==> config.mk <==
export PLATFORM = sky130hd
export DESIGN_NAME = mult_div_unit
export DESIGN_NICKNAME = d
export VERILOG_FILES = /design/src/rtl/mult_div_unit.sv
export SDC_FILE = /design/constraint.sdc
export NUM_CORES = 1
export LEC_CHECK = 0
export CELL_PAD_IN_SITES_DETAIL_PLACEMENT = 1
export CELL_PAD_IN_SITES_GLOBAL_PLACEMENT = 1
export CORE_ASPECT_RATIO = 1.4
export CORE_MARGIN = 2
export CORE_UTILIZATION = 30
export DETAILED_ROUTE_END_ITERATION = 6
export DONT_BUFFER_PORTS = 1
export HOLD_SLACK_MARGIN = 0.05
export MAX_ROUTING_LAYER = met4
export PLACE_DENSITY = 0.58
export SLEW_MARGIN = 20
export SYNTH_ARGS = -nofsm -noshare
export SYNTH_HDL_FRONTEND = slang
export SYNTH_SLANG_ARGS = --single-unit
==> constraint.sdc <==
create_clock -name clk -period 6.15 [get_ports clk]
set_input_delay 0.9225 -clock clk [delete_from_list [all_inputs] [get_ports clk]]
set_output_delay 0.9225 -clock clk [all_outputs]
set_load 0.05 [all_outputs]
==> src/rtl/mult_div_unit.sv <==
// mult_div_unit: iterative 32-bit multiply/divide unit owning the HI/LO registers.
// Each operation takes a fixed 34 cycles: one accept cycle, 32 CALC iterations,
// one SIGN fix-up cycle, and then a one-cycle DONE pulse.
// Ports:
//   clk, reset        - clock, synchronous active-high reset
//   start, op         - launch request; op 00 MULT, 01 MULTU, 10 DIV, 11 DIVU
//   rs_data, rt_data  - operands (multiplicand/multiplier or dividend/divisor)
//   hi_we, lo_we      - MTHI/MTLO write enables, with wdata
//   busy              - operation in progress (PC stall request)
//   done              - one-cycle pulse when HI/LO hold a new result
//   hi, lo            - architectural HI/LO registers
module mult_div_unit (
    input  logic        clk,
    input  logic        reset,
    input  logic        start,
    input  logic [1:0]  op,
    input  logic [31:0] rs_data,
    input  logic [31:0] rt_data,
    input  logic        hi_we,
    input  logic        lo_we,
    input  logic [31:0] wdata,
    output logic        busy,
    output logic        done,
    output logic [31:0] hi,
    output logic [31:0] lo
);

    localparam int unsigned W        = 32;
    localparam int unsigned CNT_W    = 6;
    localparam logic [CNT_W-1:0] LAST_ITER = CNT_W'(31);

    typedef enum logic [1:0] {S_IDLE, S_CALC, S_SIGN, S_DONE} state_t;

    state_t           state_q;
    logic [CNT_W-1:0] cnt_q;
    logic             is_div_q;
    logic             div0_q;
    logic             neg_res_q;   // product / quotient must be negated
    logic             neg_rem_q;   // remainder takes the dividend's sign
    logic [W-1:0]     b_q;         // multiplicand or divisor magnitude
    logic [W-1:0]     acc_q;       // product upper half or partial remainder
    logic [W-1:0]     a_q;         // multiplier/product lower half or quotient
    logic [W-1:0]     rs_q;        // original dividend for divide-by-zero
    logic [W-1:0]     hi_q, lo_q;
    logic             busy_q, done_q;

    logic           signed_op, rs_neg, rt_neg;
    logic [W-1:0]   rs_abs, rt_abs;
    logic [W:0]     mul_sum;
    logic [W-1:0]   mul_acc_d, mul_a_d;
    logic [W:0]     div_sh;
    logic [W-1:0]   div_diff;
    logic           div_ge;
    logic [W-1:0]   div_acc_d, div_a_d;
    logic [2*W-1:0] prod_fix;
    logic [W-1:0]   quot_fix, rem_fix;

    // Operand magnitudes and one iteration of shift-add / restoring divide.
    always_comb begin
        signed_op = ~op[0];
        rs_neg    = signed_op & rs_data[W-1];
        rt_neg    = signed_op & rt_data[W-1];
        rs_abs    = rs_neg ? (~rs_data + W'(1)) : rs_data;
        rt_abs    = rt_neg ? (~rt_data + W'(1)) : rt_data;

        mul_sum   = a_q[0] ? ({1'b0, acc_q} + {1'b0, b_q}) : {1'b0, acc_q};
        mul_acc_d = mul_sum[W:1];
        mul_a_d   = {mul_sum[0], a_q[W-1:1]};

        // Shifted remainder always stays below twice the divisor, so the
        // 32-bit difference is exact whenever the trial subtract succeeds.
        div_sh    = {acc_q, a_q[W-1]};
        div_ge    = (div_sh >= {1'b0, b_q});
        div_diff  = div_sh[W-1:0] - b_q;
        div_acc_d = div_ge ? div_diff : div_sh[W-1:0];
        div_a_d   = {a_q[W-2:0], div_ge};

        prod_fix  = neg_res_q ? (~{acc_q, a_q} + (2*W)'(1)) : {acc_q, a_q};
        quot_fix  = neg_res_q ? (~a_q + W'(1)) : a_q;
        rem_fix   = neg_rem_q ? (~acc_q + W'(1)) : acc_q;
    end

    // Control FSM with datapath and HI/LO updates.
    always_ff @(posedge clk) begin
        if (reset) begin
            state_q   <= S_IDLE;
            cnt_q     <= '0;
            is_div_q  <= 1'b0;
            div0_q    <= 1'b0;
            neg_res_q <= 1'b0;
            neg_rem_q <= 1'b0;
            b_q       <= '0;
            acc_q     <= '0;
            a_q       <= '0;
            rs_q      <= '0;
            hi_q      <= '0;
            lo_q      <= '0;
            busy_q    <= 1'b0;
            done_q    <= 1'b0;
        end else begin
            done_q <= 1'b0;
            case (state_q)
                S_IDLE, S_DONE: begin
                    if (hi_we) hi_q <= wdata;
                    if (lo_we) lo_q <= wdata;
                    if (start) begin
                        is_div_q  <= op[1];
                        div0_q    <= op[1] & (rt_data == '0);
                        neg_res_q <= rs_neg ^ rt_neg;
                        neg_rem_q <= rs_neg;
                        rs_q      <= rs_data;
                        acc_q     <= '0;
                        // Multiply: b=multiplicand, a=multiplier.
                        // Divide:   b=divisor,      a=dividend.
                        b_q       <= op[1] ? rt_abs : rs_abs;
                        a_q       <= op[1] ? rs_abs : rt_abs;
                        cnt_q     <= '0;
                        busy_q    <= 1'b1;
                        state_q   <= S_CALC;
                    end else begin
                        state_q   <= S_IDLE;
                    end
                end
                S_CALC: begin
                    acc_q <= is_div_q ? div_acc_d : mul_acc_d;
                    a_q   <= is_div_q ? div_a_d : mul_a_d;
                    cnt_q <= cnt_q + CNT_W'(1);
                    if (cnt_q == LAST_ITER) state_q <= S_SIGN;
                end
                S_SIGN: begin
                    if (!is_div_q) begin
                        hi_q <= prod_fix[2*W-1:W];
                        lo_q <= prod_fix[W-1:0];
                    end else if (div0_q) begin
                        hi_q <= rs_q;
                        lo_q <= '1;
                    end else begin
                        hi_q <= rem_fix;
                        lo_q <= quot_fix;
                    end
                    busy_q  <= 1'b0;
                    done_q  <= 1'b1;
                    state_q <= S_DONE;
                end
                default: state_q <= S_IDLE;
            endcase
        end
    end

    assign busy = busy_q;
    assign done = done_q;
    assign hi   = hi_q;
    assign lo   = lo_q;

endmodule

* Word-level counts from Yosys, hierarchy flattened
Index checks and enable logic that the tools add are counted.
** Storage, ports and cells
- Logic and storage cells :: 82
- Flip-flop bits (word level) :: 206
- Input port bits :: 103
** Cells by class
- Add/subtract/negate cells :: 8
- Magnitude comparators :: 1
- Mux-type cells :: 31
- Eq/ne operators :: 8
- Reduce and logical (&&, ||, !) cells :: 10
- Bitwise gates (word level) :: 10
** Operators with widths (number)
- $mux W32 :: 17
- $pmux W32 S2 :: 4
- $add A32 B1 Y32 const B :: 4
- $not A32 Y32 :: 4
- $add A64 B1 Y64 const B :: 1
- $mux W64 :: 1
- $not A64 Y64 :: 1
- $add A32 B32 Y33 :: 1
- $ge A33 B32 Y1 :: 1
- $mux W33 :: 1
- $logic_not A32 Y1 :: 1
- $sub A32 B32 Y32 :: 1
- $pmux W6 S2 :: 1
- $reduce_and A2 Y1 :: 5
- $ne A2 B2 Y1 const B :: 4
- $add A6 B1 Y6 const B :: 1
- $eq A6 B5 Y1 const B :: 1
- $mux W6 :: 1
- $pmux W2 S3 :: 1
- $eq A2 B2 Y1 const B :: 2
- $reduce_bool A2 Y1 :: 2
- $and A1 B1 Y1 :: 3
- $mux W1 :: 3
- $eq A2 B1 Y1 const B :: 1
- other kinds (6) :: 6

* Logic depth before layout (Yosys ltp)
- Depth after elaboration :: 6
- Mapped depth :: 15
- Mapped depth without buffers :: 13

* Least setup slack after synthesis
OpenSTA, ideal clock, no wires.
- Kind :: input to register
- Start point :: in rt_data[6]
- End point :: reg a_q[25]
- Arrival time :: 3249 ps
- Setup time :: 86 ps
- Slack :: 2816 ps
- Stages on the path :: 8
- Cells stage by stage :: or4_1 > or3_1 > nor4b_2 > nand2_1 > o21ai_0 > xor2_1 > o221a_2 > a211oi_1
** On the way
- Longest elaborated chain between the ends :: 6
** Ends and longest elaborated chain
- start, declared :: RTL line 18 : input logic [31:0] rt_data,
- $not A32 Y32 :: RTL line 64 : rt_abs = rt_neg ? (~rt_data + W'(1)) : rt_data;
- $add A32 B1 Y32 :: RTL line 64
- $mux W32 :: RTL line 64
- $mux W32 :: RTL line 116 : a_q <= op[1] ? rs_abs : rt_abs;
- $mux W32 :: RTL line 106 : if (start) begin
- $pmux W32 S2 :: RTL line 102 : case (state_q)
- end signal, assigned :: RTL line 116
- end signal, assigned :: RTL line 126 : a_q <= is_div_q ? div_a_d : mul_a_d;
- end, declared :: RTL line 42 : logic [W-1:0] a_q;
Every way passes these cells. The select of a mux whose other input is x is not followed.
A chain may end at the register's enable or synchronous reset.

* Worst setup path in the final report
- Start point :: reg acc_q[1]
- End point :: reg acc_q[13]
** On the way
- Longest elaborated chain between the ends :: 4
** Ends and longest elaborated chain
- start, declared :: RTL line 41 : logic [W-1:0] acc_q;
- start signal, assigned :: RTL line 125 : acc_q <= is_div_q ? div_acc_d : mul_acc_d;
- $add A32 B32 Y33, or another cell as far along :: RTL line 66 : mul_sum = a_q[0] ? ({1'b0, acc_q} + {1'b0, b_q}) : {1'b0, acc_q};
- $mux W33 / $mux W32 (equally long branches) :: RTL line 66, 75
- $mux W32 * :: RTL line 125
- $pmux W32 S2 * :: RTL line 102
Every way passes the cells marked *; elsewhere a longest branch is shown, timed or not.

==> metrics <==
Hold Path Class primary input to flop; min Tclk post-route 4.07 ns; sequential share of the synthesized area 0.240; Hold Path Depth 1; Area Growth Syn to Fin 7.48%; row cnt between 100 and 150; max-cap violations 0; Synth Area in Adders 0.0541; P_leak between 7 and 8 nW; Final setup viols 0; number of setup buffers added after CTS 0; Post-synth EDFFs 0; WL/cell between 20 and 30 microns; H-tree levels 1; final worst-path cycle share 0.663; main combinational cell family by area after synthesis compound AO/OA/AOI/OAI gates; overall power 8.63 mW; Core ar. approximately 0.056 sq mm; Mapped Nets 2,536; vias in the first global route 18,179; DR iter-0 viols 1,057; worst r2r src acc_q[1]; Final GP Congestion 0.963; DIE AREA 0.0592 sq mm; flop2flop setup slack about 2.1 ns; Die H 287 microns; asr flop ratio synth 0; number of diodes 0; Worst R2R End acc_q[13]; post-synthesis simple-gate area fraction 0.208; Slew HR 0.273; Post-synth top flop dfxtp_1; Worst-path clk slew 0.07 ns; CTS Buffer Depth 3; dpl hpwl 63,300 microns; Mapped Cells 2,360; Via density between 5 and 6; Fin. Hold Viols 0; yosys warns 0; crit end category flop; Num CTS Buffers 24; Port Buf Inserts 0; Min-Delay Startpoint reset; total wire length 81,400 microns; CP Data Required Time approximately 6.6 ns; initial antenna violation count 0; TritonCTS clock tree done; Starting Density 0.304; worst-margin pin slew between 1 and 1.5 ns; crit-path max FO 27; hold buffers post-CTS 0; Layout Nets 2,404; Syn Std Cell Area 0.0172 sq mm; pwr/cell area approximately 470 mW/mm^2; VDD IR max 0.375 mV; Seq cells post-synth 206; routed via count 17,822; RSZ-0062 raised after global routing no; reg2reg path depth 11; Detailed Routing Iterations Pass 1 5; total global routing overflow 0; share of cells above drive strength 1 0.0575; arrival time at the worst endpoint roughly 4.5 ns; post-route ant nets 0; f_max 245 MHz; post-synthesis mux area share 0.0580; outcome finished, final reports clean; largest net degree at the start of global routing 170; clk_skew 0.0129 ns; type of origin of the critical path flop; average cell area after synthesis a little over 7 sq um; Worst-Skew Late Latency 0.56 ns; setup tns final 0 ns; # IOs 169; Pins Over Slew Limit 0; hold path endpoint hi[17]; first-pass GRT wire length 120,000 microns; Setup CP Type flop to flop; Post-CTS Resized 0; Synth cell types roughly 80; DR DRC count 0; Synth Area in XOR/XNOR 0.102; Die W 206 microns; GRT Util Overall 0.278; Compound-Gate Fraction of Synth Area 0.277; clk root buf clkbuf_16; number of clock sinks 206
logic make-up (layout without fill, tap and decap cells):
logic type	Yosys count	in the layout
buffers and inverters	269	154
xor gates and xnor gates	199	199
AOI/OAI and AO/OA	732	732
adders and majority gates	73	73
muxes	97	97
and+or+nand+nor	784	784
DFF	206	206
how the worst max path moves through the flow:
stage,slack (ns),to,cells after the start,from
2_1_floorplan,2.82,a_q[25],8,rt_data[6]
3_3_place_gp,2.14,a_q[23],8,rs_data[10]
3_5_place_dp,2.09,a_q[23],8,rs_data[10]
4_1_cts,2.09,acc_q[13],11,acc_q[1]
5_1_grt,1.77,acc_q[13],11,acc_q[1]
6_report,2.08,acc_q[13],11,acc_q[1]
cell usage in the layout, fill, tap and decap left out, drive strengths merged, types with 8 or more instances in the layout:
cell type  synthesis  layout
o22ai             12      12
a21oi            231     231
nand3             38      38
and3              13      13
nand2            312     312
a311oi            12      12
dfxtp            206     206
a22oi             10      10
a221oi             8       8
o41ai             16      16
a21o              39      39
and2               8       8
nand2b            20      20
a22o              13      13
ha                71      71
nor4              21      21
o21ai            137     137
o31ai             33      33
a31oi             18      18
nand4             14      14
a211oi            77      77
or2               14      14
nor2b             20      20
nor2             219     219
nor3              49      49
or4               18      18
xor2              81      81
buf               23      36
mux2i             80      80
or3               17      17
clkbuf           171      33
inv               75      76
mux2              17      17
xnor2            118     118
o221ai            42      42
o211ai            26      26
critical path, cell delays in order (launching register included):
cell and delay, ns:
dfxtp_1 0.62, ha_1 0.39, o211ai_1 0.21, a21oi_1 0.08, o41ai_1 0.74, o21ai_0 0.16
a31o_2 0.28, a21oi_4 0.39, buf_4 0.46, mux2_2 0.38, a21oi_1 0.14, o21ai_0 0.08
routing by layer:
| metal | routed length [microns] | vias up | global-route usage |
|---|---|---|---|
| met5 | 0 | - | - |
| met4 | 5280 | 0 | 0.153 |
| met3 | 3320 | 176 | 0.0297 |
| met2 | 41900 | 489 | 0.492 |
| met1 | 30900 | 8914 | 0.303 |
| li1 | - | 8243 | - |
synth_stat cells, types with 26 or more instances:
library cell,instances,share of area
a211oi_1,76,0.033
a21oi_1,231,0.067
mux2i_1,80,0.047
xnor2_1,118,0.060
inv_1,74,0.016
nor2_1,219,0.048
o31ai_1,33,0.014
o21ai_0,131,0.038
a21o_1,39,0.017
nand3_1,38,0.011
o211ai_1,26,0.011
clkbuf_1,170,0.037
nor3_1,49,0.014
xor2_1,81,0.041
o221ai_1,41,0.021
ha_1,71,0.052
dfxtp_1,206,0.24
nand2_1,311,0.068
sequential cells by signal (all words and copies together), names as in the netlist:
register	count
a_q	32
acc_q	32
b_q	32
hi	32
lo	32
rs_q	32
cnt_q	6
state_q	2
busy	1
div0_q	1
done	1
is_div_q	1
neg_rem_q	1
neg_res_q	1
layout make-up:
class	count	area, sq um
clock inverter	10	143
timing repair buffer	36	270
inverter	75	282
sequential	206	4130
clock buffer	33	666
tap	735	920
fill	6961	38000
multi-input combinational	1885	12000
where the power goes:
| part | total (mW) | internal, mW | leakage (nW) | switching (mW) |
|---|---|---|---|---|
| clock | 1.55 | 0.887 | 0.391 | 0.661 |
| sequential | 3.01 | 1.74 | 1.69 | 1.28 |
| combinational | 4.07 | 1.44 | 5.02 | 2.63 |
stage by stage:
step / cells / area (sq um) / util / hold slack, ns / setup WS [ns]
5_1_grt: 2980 / 18500 / 0.327 / 0.432 / 1.77
2_1_floorplan: 2360 / 17200 / - / 0.436 / 2.82
4_1_cts: 2980 / 18400 / 0.327 / 0.417 / 2.09
3_3_place_gp: 2937 / 17600 / 0.312 / 0.448 / 2.14
3_5_place_dp: 2937 / 17600 / 0.312 / 0.454 / 2.09
6_report: 2980 / 18500 / 0.327 / 0.440 / 2.08
Power figures use the tool's default switching activity.
